## config.mk

```make
export PLATFORM = sky130hd
export DESIGN_NAME = entropy_decode_dc_coefficients_flat
export DESIGN_NICKNAME = d
export VERILOG_FILES = /design/src/rtl/entropy_decode_dc_coefficients_if.sv /design/src/rtl/entropy_decode_dc_coefficients.sv /design/src/flat_wrapper.sv
export SDC_FILE = /design/constraint.sdc
export NUM_CORES = 1
export LEC_CHECK = 0
export CAP_MARGIN = 15
export CORE_UTILIZATION = 55
export DETAILED_ROUTE_END_ITERATION = 10
export PLACE_DENSITY = 0.76
export SETUP_SLACK_MARGIN = 0.5
export SLEW_MARGIN = 20
export SYNTH_ARGS = -nofsm -noshare
export SYNTH_HDL_FRONTEND = slang
export SYNTH_SLANG_ARGS = --single-unit
```

## constraint.sdc

```tcl
create_clock -name i_clk -period 24.1 [get_ports i_clk]
set_input_delay 4.82 -clock i_clk [delete_from_list [all_inputs] [get_ports i_clk]]
set_output_delay 4.82 -clock i_clk [all_outputs]
set_load 0.02 [all_outputs]
```

## src/rtl/entropy_decode_dc_coefficients_if.sv

```systemverilog
// Handshake bundle for the DC decoder: bitstream words in, reconstructed DC coefficients out.
interface entropy_decode_dc_coefficients_if;
    logic [31:0] bs_data;
    logic        bs_valid;
    logic        bs_ready;
    logic [31:0] dc_coeff;
    logic        dc_valid;
    logic        dc_ready;

    modport master (
        output bs_data, bs_valid, dc_ready,
        input  bs_ready, dc_coeff, dc_valid
    );

    modport slave (
        input  bs_data, bs_valid, dc_ready,
        output bs_ready, dc_coeff, dc_valid
    );
endinterface

```

## src/rtl/entropy_decode_dc_coefficients.sv

```systemverilog
// Bit-serial ProRes DC decoder: adaptive exp-Golomb / Rice2 codewords to DC values with
// sign prediction, one bit consumed per cycle from a 64-bit word buffer.
module entropy_decode_dc_coefficients #(
    parameter int MAX_PREFIX = 16
) (
    input  logic        i_clk,
    input  logic        i_reset_n,
    input  logic        i_start,
    input  logic [7:0]  i_dc_count,
    input  logic        i_flush,
    entropy_decode_dc_coefficients_if.slave bus,
    output logic        o_busy,
    output logic        o_done,
    output logic        o_error,
    output logic [31:0] o_bits_consumed
);

    typedef enum logic [2:0] {
        S_IDLE, S_ZEROS, S_SUFFIX, S_RECON, S_OUT, S_ERROR
    } state_t;

    localparam logic [5:0] MAXP = 6'(MAX_PREFIX);

    state_t      r_state, w_state_n;
    logic [63:0] r_buf;
    logic [6:0]  r_fill;
    logic [31:0] r_bits;
    logic [7:0]  r_rem;
    logic        r_first;
    logic [2:0]  r_k;
    logic        r_rice;
    logic        r_off8;
    logic [5:0]  r_z;
    logic [6:0]  r_cnt;
    logic [31:0] r_w;
    logic [31:0] r_prev_dc;
    logic [31:0] r_prev_diff;
    logic [31:0] r_dc;
    logic        r_done;

    logic        w_have, w_bit, w_consume, w_escape, w_load;
    logic [5:0]  w_z_inc;
    logic [6:0]  w_sfx_len;
    logic [63:0] w_buf_c, w_buf_n;
    logic [6:0]  w_fill_c, w_fill_n;
    logic [31:0] w_val, w_coded, w_diff, w_dc, w_mag;
    logic [2:0]  w_cb_k;
    logic        w_cb_rice;

    assign w_have    = (r_fill != 7'd0);
    assign w_bit     = r_buf[63];
    assign w_z_inc   = r_z + 6'd1;
    assign w_escape  = r_rice && (r_z == 6'd1) && !w_bit;
    assign w_sfx_len = r_rice ? 7'd2 : ({1'b0, r_z} + {4'b0, r_k});

    // ---------------- FSM ----------------
    always_ff @(posedge i_clk or negedge i_reset_n) begin
        if (!i_reset_n) r_state <= S_IDLE;
        else            r_state <= w_state_n;
    end

    always_comb begin
        w_state_n = r_state;
        w_consume = 1'b0;
        case (r_state)
            S_IDLE, S_ERROR: begin
                if (i_start) w_state_n = (i_dc_count == 8'd0) ? S_IDLE : S_ZEROS;
            end
            S_ZEROS: begin
                if (w_have) begin
                    w_consume = 1'b1;
                    if (w_bit)
                        w_state_n = (w_sfx_len == 7'd0) ? S_RECON : S_SUFFIX;
                    else if (!w_escape && (w_z_inc > MAXP))
                        w_state_n = S_ERROR;
                end
            end
            S_SUFFIX: begin
                if (w_have) begin
                    w_consume = 1'b1;
                    if (r_cnt == 7'd1) w_state_n = S_RECON;
                end
            end
            S_RECON: w_state_n = S_OUT;
            S_OUT: begin
                if (bus.dc_ready) w_state_n = (r_rem == 8'd0) ? S_IDLE : S_ZEROS;
            end
            default: w_state_n = S_IDLE;
        endcase
        if (i_flush) begin
            w_state_n = S_IDLE;
            w_consume = 1'b0;
        end
    end

    // ---------------- bit buffer ----------------
    // New words land directly behind the bits still queued, after this cycle's consume.
    always_comb begin
        w_buf_c  = w_consume ? {r_buf[62:0], 1'b0} : r_buf;
        w_fill_c = r_fill - {6'b0, w_consume};
        w_load   = bus.bs_valid && bus.bs_ready;
        w_buf_n  = w_buf_c;
        w_fill_n = w_fill_c;
        if (w_load) begin
            w_buf_n  = w_buf_c | ({bus.bs_data, 32'b0} >> w_fill_c);
            w_fill_n = w_fill_c + 7'd32;
        end
        if (i_flush) begin
            w_buf_n  = 64'b0;
            w_fill_n = 7'd0;
        end
    end

    // ---------------- reconstruction ----------------
    always_comb begin
        if (r_rice)
            w_val = r_w - 32'd4 + {24'b0, r_z, 2'b00};
        else
            w_val = r_w - (32'd1 << r_k) + (r_off8 ? 32'd8 : 32'd0);
        w_coded = w_val[0] ? (32'd0 - ((w_val + 32'd1) >> 1)) : (w_val >> 1);
        w_diff  = r_prev_diff[31] ? (32'd0 - w_coded) : w_coded;
        w_dc    = r_prev_dc + w_diff;
    end

    // Next codebook from the magnitude of the last difference.
    always_comb begin
        w_mag     = r_prev_diff[31] ? (32'd0 - r_prev_diff) : r_prev_diff;
        w_cb_k    = 3'd3;
        w_cb_rice = 1'b0;
        case (w_mag)
            32'd0:   w_cb_k = 3'd0;
            32'd1:   w_cb_k = 3'd1;
            32'd2: begin
                w_cb_k    = 3'd0;
                w_cb_rice = 1'b1;
            end
            default: w_cb_k = 3'd3;
        endcase
    end

    // ---------------- datapath ----------------
    always_ff @(posedge i_clk or negedge i_reset_n) begin
        if (!i_reset_n) begin
            r_buf       <= 64'b0;
            r_fill      <= 7'd0;
            r_bits      <= 32'd0;
            r_rem       <= 8'd0;
            r_first     <= 1'b0;
            r_k         <= 3'd0;
            r_rice      <= 1'b0;
            r_off8      <= 1'b0;
            r_z         <= 6'd0;
            r_cnt       <= 7'd0;
            r_w         <= 32'd0;
            r_prev_dc   <= 32'd0;
            r_prev_diff <= 32'd0;
            r_dc        <= 32'd0;
            r_done      <= 1'b0;
        end else begin
            r_buf  <= w_buf_n;
            r_fill <= w_fill_n;
            r_done <= 1'b0;
            if (w_consume) r_bits <= r_bits + 32'd1;
            if (!i_flush) begin
                case (r_state)
                    S_IDLE, S_ERROR: begin
                        if (i_start) begin
                            r_bits      <= 32'd0;
                            r_rem       <= i_dc_count;
                            r_first     <= 1'b1;
                            r_prev_dc   <= 32'd0;
                            r_prev_diff <= 32'd0;
                            r_k         <= 3'd5;
                            r_rice      <= 1'b0;
                            r_off8      <= 1'b0;
                            r_z         <= 6'd0;
                            if (i_dc_count == 8'd0) r_done <= 1'b1;
                        end
                    end
                    S_ZEROS: begin
                        if (w_consume) begin
                            if (w_bit) begin
                                r_w   <= 32'd1;
                                r_cnt <= w_sfx_len;
                            end else if (w_escape) begin
                                // Rice2 escape: continue as EG k3 with an offset of 8
                                r_rice <= 1'b0;
                                r_k    <= 3'd3;
                                r_off8 <= 1'b1;
                                r_z    <= 6'd0;
                            end else begin
                                r_z <= w_z_inc;
                            end
                        end
                    end
                    S_SUFFIX: begin
                        if (w_consume) begin
                            r_w   <= {r_w[30:0], w_bit};
                            r_cnt <= r_cnt - 7'd1;
                        end
                    end
                    S_RECON: begin
                        r_dc        <= w_dc;
                        r_prev_dc   <= w_dc;
                        r_prev_diff <= r_first ? 32'd3 : w_diff;
                        r_first     <= 1'b0;
                        r_rem       <= r_rem - 8'd1;
                    end
                    S_OUT: begin
                        if (bus.dc_ready) begin
                            if (r_rem == 8'd0) begin
                                r_done <= 1'b1;
                            end else begin
                                r_k    <= w_cb_k;
                                r_rice <= w_cb_rice;
                                r_off8 <= 1'b0;
                                r_z    <= 6'd0;
                            end
                        end
                    end
                    default: ;
                endcase
            end
        end
    end

    assign bus.bs_ready    = (r_fill <= 7'd32);
    assign bus.dc_coeff    = r_dc;
    assign bus.dc_valid    = (r_state == S_OUT);
    assign o_busy          = (r_state == S_ZEROS) || (r_state == S_SUFFIX) ||
                             (r_state == S_RECON) || (r_state == S_OUT);
    assign o_done          = r_done;
    assign o_error         = (r_state == S_ERROR);
    assign o_bits_consumed = r_bits;

endmodule

```

## src/flat_wrapper.sv

```systemverilog
// flat-port wrapper written by rule: the top's interface ports become plain ports
module entropy_decode_dc_coefficients_flat 
#(
    parameter int MAX_PREFIX = 16
)
  (i_clk, i_reset_n, i_start, i_dc_count, i_flush, o_busy, o_done, o_error, o_bits_consumed, bus_bs_data, bus_bs_valid, bus_dc_ready, bus_bs_ready, bus_dc_coeff, bus_dc_valid);
  entropy_decode_dc_coefficients_if bus_i ();
  input  logic i_clk;
  input  logic i_reset_n;
  input  logic i_start;
  input  logic [7:0] i_dc_count;
  input  logic i_flush;
  output logic o_busy;
  output logic o_done;
  output logic o_error;
  output logic [31:0] o_bits_consumed;
  input wire logic [$bits(bus_i.bs_data)-1:0] bus_bs_data;
  input wire logic [$bits(bus_i.bs_valid)-1:0] bus_bs_valid;
  input wire logic [$bits(bus_i.dc_ready)-1:0] bus_dc_ready;
  output wire logic [$bits(bus_i.bs_ready)-1:0] bus_bs_ready;
  output wire logic [$bits(bus_i.dc_coeff)-1:0] bus_dc_coeff;
  output wire logic [$bits(bus_i.dc_valid)-1:0] bus_dc_valid;
  assign bus_i.bs_data = bus_bs_data;
  assign bus_i.bs_valid = bus_bs_valid;
  assign bus_i.dc_ready = bus_dc_ready;
  assign bus_bs_ready = bus_i.bs_ready;
  assign bus_dc_coeff = bus_i.dc_coeff;
  assign bus_dc_valid = bus_i.dc_valid;
  entropy_decode_dc_coefficients #(.MAX_PREFIX(MAX_PREFIX)) u_core (.i_clk(i_clk), .i_reset_n(i_reset_n), .i_start(i_start), .i_dc_count(i_dc_count), .i_flush(i_flush), .bus(bus_i), .o_busy(o_busy), .o_done(o_done), .o_error(o_error), .o_bits_consumed(o_bits_consumed));
endmodule
```

### Word level (Yosys, flattened, before mapping)

Index checks and enable logic that the tools add are counted.

* flip-flop bits (word level): 262
* latch bits: 0
* memory bits (writable): 0
* ROM bits: 0
* bits of input ports: 46
* output and inout port bits: 69
* word-level logic and storage cells: 169
* memories kept: 0

* add/subtract/negate cells: 16
* multipliers: 0
* div/mod/pow operators: 0
* $lt $le $gt $ge: 2
* equal/unequal tests: 23
* shift-type cells: 2
* mux-type cells: 81
* bitwise operators: 2
* reduce and logical (&&, ||, !) cells: 27

Operators with widths (count)
* $mux 32: 13
* $mux 64: 3
* $pmux 32 s2: 3
* $add 32x1->32 const B: 2
* $add 32x32->32: 2
* $or 64x64->64: 1
* $shr 64x7->64: 1
* $sub 1x32->32 const A: 2
* $mux 3: 14
* $mux 7: 6
* $mux 6: 6
* $add 32x8->32: 1
* $eq 32x1->1 const B: 1
* $eq 32x2->1 const B: 1
* $logic_not 32->1: 1
* $shl 1x3->32 const A: 1
* $sub 1x31->32 const A: 1
* $sub 32x3->32 const B: 1
* $sub 32x32->32: 1
* $mux 1: 24
* $pmux 6 s3: 1
* $logic_not 8->1: 2
* $pmux 8 s2: 1
* $pmux 3 s5: 1
* other kinds (41): 63

### Longest topological paths before layout

Gate-level depths: netlist of run 1.

* word-level depth: 11
* gate-level depth with buffers: 37
* mapped depth without buffers: 33

### Worst setup path before layout of run 1

OpenSTA, ideal clock, no wires.

* path kind: in2reg
* from: input i_flush
* to: register u_core.r_buf[14]
* setup time: 0.082 ns
* arrival time: 8.101 ns
* data required time: 24.018 ns
* path slack: 15.917 ns
* cell stages on the path: 17
* path buffers: 5
* cell sequence: clkbuf_1 -> a211o_1 -> inv_2 -> clkbuf_1 -> ha_1 -> clkbuf_1 -> buf_1 -> clkbuf_1 -> mux2i_1 -> a21oi_1 -> nand2_1 -> o21ai_0 -> nor2_1 -> a21oi_1 -> nand3_1 -> a211o_1 -> a31oi_1

* cells in the longest elaborated chain, start to end: 6
* elaborated cells between the ends (all ways): 7
* those cells by class: add/sub (1); shift (1); mux (4); bitwise (1)

Ends and longest elaborated chain
* from (decl): line flat_wrapper.sv:12 `input logic i_flush;`
* $mux 1: line entropy_decode_dc_coefficients.sv:90 `if (i_flush) begin`
* $sub 7x1->7: line entropy_decode_dc_coefficients.sv:100 `w_fill_c = r_fill - {6'b0, w_consume};`
* $shr 64x7->64: line entropy_decode_dc_coefficients.sv:105 `w_buf_n = w_buf_c | ({bus.bs_data, 32'b0} >> w_fill_c);`
* $or 64x64->64: line entropy_decode_dc_coefficients.sv:105
* $mux 64: line entropy_decode_dc_coefficients.sv:104 `if (w_load) begin`
* $mux 64 *: line entropy_decode_dc_coefficients.sv:108 `if (i_flush) begin`
* named net u_core.w_buf_n[14]: line entropy_decode_dc_coefficients.sv:44 `logic [63:0] w_buf_c, w_buf_n;`
* to (signal assigned): line entropy_decode_dc_coefficients.sv:160 `r_buf <= w_buf_n;`
* to (decl): line entropy_decode_dc_coefficients.sv:25 `logic [63:0] r_buf;`

The timed path passes the listed nets; every way through them passes the cells marked *.
A chain may end at the register's enable or synchronous reset.

### Worst setup path in the final report of run 1

* from: register u_core.r_k[1]
* to: register u_core.r_prev_dc[31]

* cells in the longest elaborated chain, start to end: 11

Ends and longest elaborated chain
* from (decl): line entropy_decode_dc_coefficients.sv:30 `logic [2:0] r_k;`
* from (signal assigned): line entropy_decode_dc_coefficients.sv:214 `r_k <= w_cb_k;`
* $shl 1x3->32 *: line entropy_decode_dc_coefficients.sv:119 `w_val = r_w - (32'd1 << r_k) + (r_off8 ? 32'd8 : 32'd0);`
* $sub 32x32->32 *: line entropy_decode_dc_coefficients.sv:119
* $add 32x32->32 *: line entropy_decode_dc_coefficients.sv:119
* $mux 32 *: line entropy_decode_dc_coefficients.sv:116 `if (r_rice)`
* $add 32x1->32: line entropy_decode_dc_coefficients.sv:120 `w_coded = w_val[0] ? (32'd0 - ((w_val + 32'd1) >> 1)) : (w_val >> 1);`
* $sub 1x31->32: line entropy_decode_dc_coefficients.sv:120
* $mux 32 *: line entropy_decode_dc_coefficients.sv:120
* $sub 1x32->32: line entropy_decode_dc_coefficients.sv:121 `w_diff = r_prev_diff[31] ? (32'd0 - w_coded) : w_coded;`
* $mux 32 *: line entropy_decode_dc_coefficients.sv:121
* $add 32x32->32 *: line entropy_decode_dc_coefficients.sv:122 `w_dc = r_prev_dc + w_diff;`
* $pmux 32 s2 *: line entropy_decode_dc_coefficients.sv:165 `case (r_state)`
* to (signal assigned): line entropy_decode_dc_coefficients.sv:204 `r_prev_dc <= w_dc;`
* to (decl): line entropy_decode_dc_coefficients.sv:36 `logic [31:0] r_prev_dc;`

Mark *: on every way between the ends. The rest lies on a longest branch, timed or not.

==> results.sh, run 1 <==
export IMPL_drc=0
export IMPL_cts_resized=0
export IMPL_final_cells=3270
export IMPL_area_delta_synth_final_pct=11.16
export IMPL_grt_max_degree=154
export IMPL_hold_ws_ps=476.2
export IMPL_dp_cells=3221
export IMPL_port_buffers=114
export IMPL_holdPathEnd="u_core.bus.dc_coeff[19]"
export IMPL_multi_input_area_um2=13940
export IMPL_regArea_um2=6556
export IMPL_drt_pass1_iterations=7
export IMPL_clock_latency_ps=590
export IMPL_cp_startpoint="u_core.r_k[1]"
export IMPL_syn_nets=2871
export IMPL_fin_setup_tns_ps=0
export IMPL_clk_pin_slew_worst_paths_ps=60
export IMPL_vias=20410
export IMPL_synth_async_reset_ratio=1.000
export IMPL_drt_total_wl_mm=58.13
export IMPL_worst_slew_pin_slew_ps=982.2
export IMPL_p_total_mw=3.414
export IMPL_nFillCells=3364
export IMPL_dieArea_um2=39630
export IMPL_crit_family="simple AND/OR/NAND/NOR gates"
export IMPL_crit_required_ps=24580
export IMPL_slowest_stage="or4_1"
export IMPL_cts_tree="built"
export IMPL_slowest_delay_ps=600
export IMPL_irDropWorstVdd_uv=86.47
export IMPL_drive_gt1_frac=0.05328
export IMPL_yosysWarnings=0
export IMPL_antenna_found_initial=0
export IMPL_p_per_area_nw_per_um2=143.8
export IMPL_cts_htree_levels=1
export IMPL_antenna_cells=0
export IMPL_period_minus_slack_ps=8988
export IMPL_final_util=0.6260
export IMPL_timing_rr_end="u_core.r_prev_dc[31]"
export IMPL_cts_made_buffers=30
export IMPL_nNetsFinal=2888
export IMPL_ys_seq_area_frac=0.3069
export IMPL_synth_edf_count=0
export IMPL_chipHeight_um=199.1
export IMPL_reg2regPathDepth=30
export IMPL_setup_viol=0
export IMPL_hold_violations=0
export IMPL_critPathMaxFanout=8
export IMPL_dp_hpwl_mm=42.42
export IMPL_rr_startpoint="u_core.r_k[1]"
export IMPL_crit_type="flip-flop to flip-flop"
export IMPL_drv_cap=0
export IMPL_coreArea_um2=37930
export IMPL_fin_skew_ps=38.23
export IMPL_clock_fmax_mhz=111.3
export IMPL_die_w_um=199.1
export IMPL_min_period_over_period=0.3729
export IMPL_cpMostUsedCell="nor2_1"
export IMPL_synthCells=2725
export IMPL_drv_slew=0
export IMPL_cp_buffers_inverters=1
export IMPL_gr_total_overflow=0
export IMPL_cts_sinks=262
export IMPL_synth_area_um2=21360
export IMPL_status="finished clean"
export IMPL_post_cts_buffers=0
export IMPL_grt_setup_unrepaired="no"
export IMPL_clockBufferDepth=3
export IMPL_max_slew_margin=0.3402
export IMPL_hold_class="flip-flop to flip-flop"
export IMPL_grtUsageTotal=0.2952
export IMPL_cp_data_arrival_time_ps=9470
export IMPL_clock_root_buffer="clkbuf_16"
export IMPL_whs_path_depth=1
export IMPL_power_leakage_nw=10.44
export IMPL_pin_count=115
export IMPL_endpoint_kind="flip-flop"
export IMPL_min_delay_start="u_core.bus.dc_coeff[19]"
export IMPL_startpoint_type="flip-flop"
export IMPL_drt_iter0_drc=1591
export IMPL_start_util=0.5632
export IMPL_grt_pass1_vias=19280
export IMPL_ant_nets=0
export IMPL_yosysUniqueCellTypes=98
export IMPL_grt_pass1_wl_mm=96.59
export IMPL_avgRoutedWirePerCell_um=17.78
export IMPL_avgSynthCellArea_um2=7.840
export IMPL_avgViaCountPerCell=6.242
export IMPL_synth_ff_type="dfrtp_1"
export IMPL_ys_seq_elements=262
export IMPL_holdBufCountCts=0
export IMPL_gp_congestion=0.9269
export IMPL_rows=71
export IMPL_r2r_slack_ps=15110
worst register-to-register path, delay by kind of cell (launching register included):
family / cells / cell delay [ps]
AO/OA/AOI/OAI: 12 / 2650
buffers and inverters: 1 / 140
XOR/XNOR: 3 / 1020
AND/OR/NAND/NOR: 11 / 3430
adder cells (fa/ha/maj): 3 / 1160
flip-flops: 1 / 460
worst max-delay path by stage:
stage | slack, ps | cells after the start | endpoint
6_report | 15110 | 30 | u_core.r_prev_dc[31]
2_1_floorplan | 15920 | 17 | u_core.r_buf[14]
4_1_cts | 15200 | 30 | u_core.r_prev_dc[31]
3_5_place_dp | 15080 | 14 | u_core.r_buf[5]
5_1_grt | 14470 | 30 | u_core.r_prev_dc[31]
3_3_place_gp | 15070 | 14 | u_core.r_buf[5]
cell families after synthesis:
logic type               after synthesis  synth area share
AO/OA/AOI/OAI                        732            0.2306
XOR/XNOR                             140           0.05804
adder cells (fa/ha/maj)              100           0.06033
buffers and inverters                246           0.04422
flip-flops                           262            0.3069
multiplexers                          84           0.04662
AND/OR/NAND/NOR                     1161            0.2533
sequential cells by signal, summed over array words and instances (netlist names):
signal                  count
u_core.r_rice               1
u_core.r_prev_dc           32
u_core.bus.dc_coeff        32
u_core.r_state              3
u_core.o_done               1
u_core.r_prev_diff         32
u_core.r_buf               64
u_core.r_cnt                7
u_core.r_w                 32
u_core.r_first              1
u_core.r_k                  3
u_core.r_fill               7
u_core.o_bits_consumed     32
u_core.r_rem                8
u_core.r_z                  6
u_core.r_off8               1
per-layer routing:
metal / up-vias / GRT usage / routed length (µm)
met1: 9834 / 0.4133 / 26840
li1: 9916 / - / -
met2: 580 / 0.4912 / 27380
met5: - / 0 / 0
met3: 80 / 0.03021 / 2881
met4: 0 / 0.06553 / 1023
cells in the final DEF, fill, tap and decap left out, drive strengths merged, types with 15 or more instances in the layout:
cell type / count
and2: 20
clkbuf: 40
buf: 24
mux2i: 59
a21oi: 136
nor3: 75
a211o: 17
nand4: 27
o31ai: 45
o22ai: 20
a211oi: 29
o211ai: 18
clkdlybuf4s50: 112
or3: 43
nand2b: 27
ha: 95
nor2b: 21
a31oi: 75
nor4: 31
a21o: 34
o21ai: 168
a22o: 38
o21a: 15
dfrtp: 262
inv: 96
and3: 25
nand2: 528
xor2: 53
and4: 15
nor2: 204
or4: 18
nand3: 82
xnor2: 86
synth_stat cells, types with 11 or more instances:
cell      instances  area, µm²
and2_1           20      125.1
a211o_1          17      148.9
a21oi_1         136      680.7
clkbuf_1        130      488.0
mux4_2           11      247.7
or2_2            14      87.58
or4_1            17      127.6
nor2_1          204      765.7
mux2_2           13      146.4
o31ai_1          42      315.3
nor2b_1          21      131.4
nor3b_1          14      105.1
dfrtp_1         262       6556
nand3_1          80      400.4
o22ai_1          20      125.1
a21o_1           34      255.2
ha_1             95       1189
nand2_1         528       1982
and4_1           15      131.4
o21a_1           14      105.1
nand4_1          27      168.9
nand2b_1         27      168.9
inv_1            93      349.1
and3_1           25      156.4
a22o_1           38      332.8
o21ai_0         161      805.8
xor2_1           53      464.2
nor3_1           72      360.4
o21bai_1         14      105.1
o211ai_1         18      135.1
or3_1            42      262.8
xnor2_1          86      753.2
nor4_1           30      187.7
buf_1            13      48.80
a211oi_1         26      195.2
a31oi_1          75      469.2
a22oi_1          14      105.1
mux2i_1          59      590.6
report_power, final:
group          switching, mW  leakage [nW]  total [mW]  internal, mW
combinational           1.51          6.39        2.37         0.867
sequential            0.0727          3.58       0.597         0.525
clock                  0.186         0.459       0.444         0.257
area by class of cell:
type                    count  area share
clock buffers              40     0.03446
clock inverters             9    0.004795
inverters                  95     0.01502
flip-flops and latches    262      0.2761
well taps                 511     0.02692
repair buffers            136     0.05553
multi-input cells        2217      0.5872
stage by stage:
| stage | area, µm² | setup WS, ps |
|---|---|---|
| 2_1_floorplan | 21360 | 15920 |
| 3_5_place_dp | 22810 | 15080 |
| 6_report | 23750 | 15110 |
| 4_1_cts | 23750 | 15200 |
| 3_3_place_gp | 22810 | 15070 |
| 5_1_grt | 23750 | 14470 |
Power figures use the tool's default switching activity.
==> inputs of run 2 (changes only) <==
==> constraint.sdc (replaced) <==
create_clock -name i_clk -period 8.35 [get_ports i_clk]
set_input_delay 1.67 -clock i_clk [delete_from_list [all_inputs] [get_ports i_clk]]
set_output_delay 1.67 -clock i_clk [all_outputs]
set_load 0.02 [all_outputs]
==> run 2 against run 1 <==
  * Via count rose by 1.2%
  * Final cell count rose by 1.7%
  * Sequential share of layout area fell by 0.99 points
  * Sequential power rose to 2.9 times the previous value
  * Largest cell class unchanged
  * Highest routed layer unchanged
==> results.sh, run 2 (synthesis results as in run 1) <==
export IMPL_coreArea_um2=37930
export IMPL_cp_data_arrival_time_ps=8270
export IMPL_grt_pass1_vias=19290
export IMPL_drt_pass1_iterations=5
export IMPL_clockBufferDepth=3
export IMPL_setup_viol=0
export IMPL_status="finished clean"
export IMPL_timing_rr_end="u_core.r_prev_dc[31]"
export IMPL_worst_slew_pin_slew_ps=1101
export IMPL_mostFrequentLayoutCells="nand2_1 (527), dfrtp_1 (259), nor2_1 (199), o21ai_0 (151), a21oi_1 (133)"
export IMPL_drv_cap=0
export IMPL_grt_max_degree=183
export IMPL_start_util=0.5632
export IMPL_antenna_found_initial=1
export IMPL_largest_reg_flops=64
export IMPL_gp_congestion=0.9363
export IMPL_fin_setup_tns_ps=0
export IMPL_power_leakage_nw=10.77
export IMPL_irDropWorstVdd_uv=322.5
export IMPL_regArea_um2=6560
export IMPL_top_register="u_core.r_buf"
export IMPL_drc=0
export IMPL_slowest_stage="or4_4"
export IMPL_hold_class="flip-flop to flip-flop"
export IMPL_pin_count=115
export IMPL_reg2regPathDepth=31
export IMPL_endpoint_kind="flip-flop"
export IMPL_final_common_cell="nand2_1"
export IMPL_slowest_delay_ps=530
export IMPL_clk_pin_slew_worst_paths_ps=60
export IMPL_drt_iter0_drc=1669
export IMPL_max_slew_margin=0.2659
export IMPL_grt_pass1_wl_mm=96.78
export IMPL_cts_sinks=262
export IMPL_p_per_area_nw_per_um2=423.8
export IMPL_cts_tree="built"
export IMPL_antenna_cells=0
export IMPL_endpoint="u_core.r_prev_dc[31]"
export IMPL_port_buffers=114
export IMPL_area_delta_synth_final_pct=15.37
export IMPL_fin_skew_ps=36.33
export IMPL_drive_gt1_frac=0.09918
export IMPL_dp_hpwl_mm=42.47
export IMPL_crit_type="flip-flop to flip-flop"
export IMPL_grtUsageTotal=0.2949
export IMPL_cp_startpoint="u_core.r_k[1]"
export IMPL_die_w_um=199.1
export IMPL_cts_made_buffers=30
export IMPL_chipHeight_um=199.1
export IMPL_drt_total_wl_mm=59.30
export IMPL_rows=71
export IMPL_multi_input_area_um2=14430
export IMPL_cts_htree_levels=1
export IMPL_p_total_mw=10.44
export IMPL_drv_slew=0
export IMPL_startpoint_type="flip-flop"
export IMPL_period_minus_slack_ps=7798
export IMPL_clock_root_buffer="clkbuf_16"
export IMPL_grt_setup_unrepaired="yes"
export IMPL_critPathMaxFanout=6
export IMPL_gr_total_overflow=0
export IMPL_nFillCells=3329
export IMPL_avgRoutedWirePerCell_um=17.84
export IMPL_vias=20650
export IMPL_cpMostUsedCell="or3_4"
export IMPL_nNetsFinal=2935
export IMPL_crit_required_ps=8820
export IMPL_min_period_over_period=0.9339
export IMPL_clock_fmax_mhz=128.2
export IMPL_hold_violations=0
export IMPL_ant_nets=0
export IMPL_dieArea_um2=39630
export IMPL_r2r_slack_ps=550
export IMPL_avgViaCountPerCell=6.212
export IMPL_rr_startpoint="u_core.r_k[1]"
export IMPL_clock_latency_ps=590
## run 2: layout make-up
type	instances	share of cell area
Clock buffer	37	0.03355
Clock inverter	19	0.006244
Inverter	95	0.01447
Multi-Input combinational cell	2217	0.5853
Sequential cell	262	0.2662
Tap cell	511	0.02594
Timing Repair Buffer	183	0.06833
## run 2: worst max-delay path, delay by kind of cell (launching register included)
| family | cells | cell delay, ps |
|---|---|---|
| simple gates | 11 | 3280 |
| flops | 1 | 430 |
| fa+ha+maj | 4 | 950 |
| compound gates | 11 | 2290 |
| buf+inv | 3 | 380 |
| xor+xnor | 2 | 330 |
## run 2: how the worst min path moves through the flow
stage	start	to	slack (ps)	cells past startpoint
after floorplan	u_core.r_prev_dc[3]	u_core.r_prev_dc[3]	450	2
after global placement	u_core.r_prev_dc[3]	u_core.r_prev_dc[3]	460	2
after detailed placement	u_core.bus.dc_coeff[24]	u_core.bus.dc_coeff[24]	460	1
after CTS	u_core.bus.dc_coeff[24]	u_core.bus.dc_coeff[24]	480	1
after global routing	u_core.bus.dc_coeff[31]	u_core.bus.dc_coeff[31]	500	2
final	u_core.bus.dc_coeff[24]	u_core.bus.dc_coeff[24]	470	1
## run 2: per-layer routing
layer  track usage  routed length [µm]
met5             0                   0
met4       0.06752                1115
met3       0.03055                2952
met2        0.4980               28480
met1        0.4059               26750
## run 2: stage by stage
stage	worst slack (ps)	hold WS, ps	util	instance area (µm²)	std cells
global placement	91.03	462.8	0.6047	22940	3240
CTS	506.7	478.5	0.6373	24170	3306
floorplan	510.5	449.9	-	21360	2725
global route	263.7	503.5	0.6498	24650	3324
detailed placement	-108.4	465.0	0.6047	22940	3240
finish	551.5	474.2	0.6498	24650	3324
## run 2: where the power goes
part,switching (mW),internal (mW)
Combinational,4.58,2.84
Sequential,0.201,1.52
Clock,0.572,0.739
## run 2: repair_timing
| item | in CTS | in global routing |
|---|---|---|
| endpoints found under the setup margin | 12 | 16 |
| pin swaps | 13 | 30 |
| hold buffers | 0 | 0 |
| gates resized for setup | 40 | 66 |
| setup buffers | 10 | 18 |
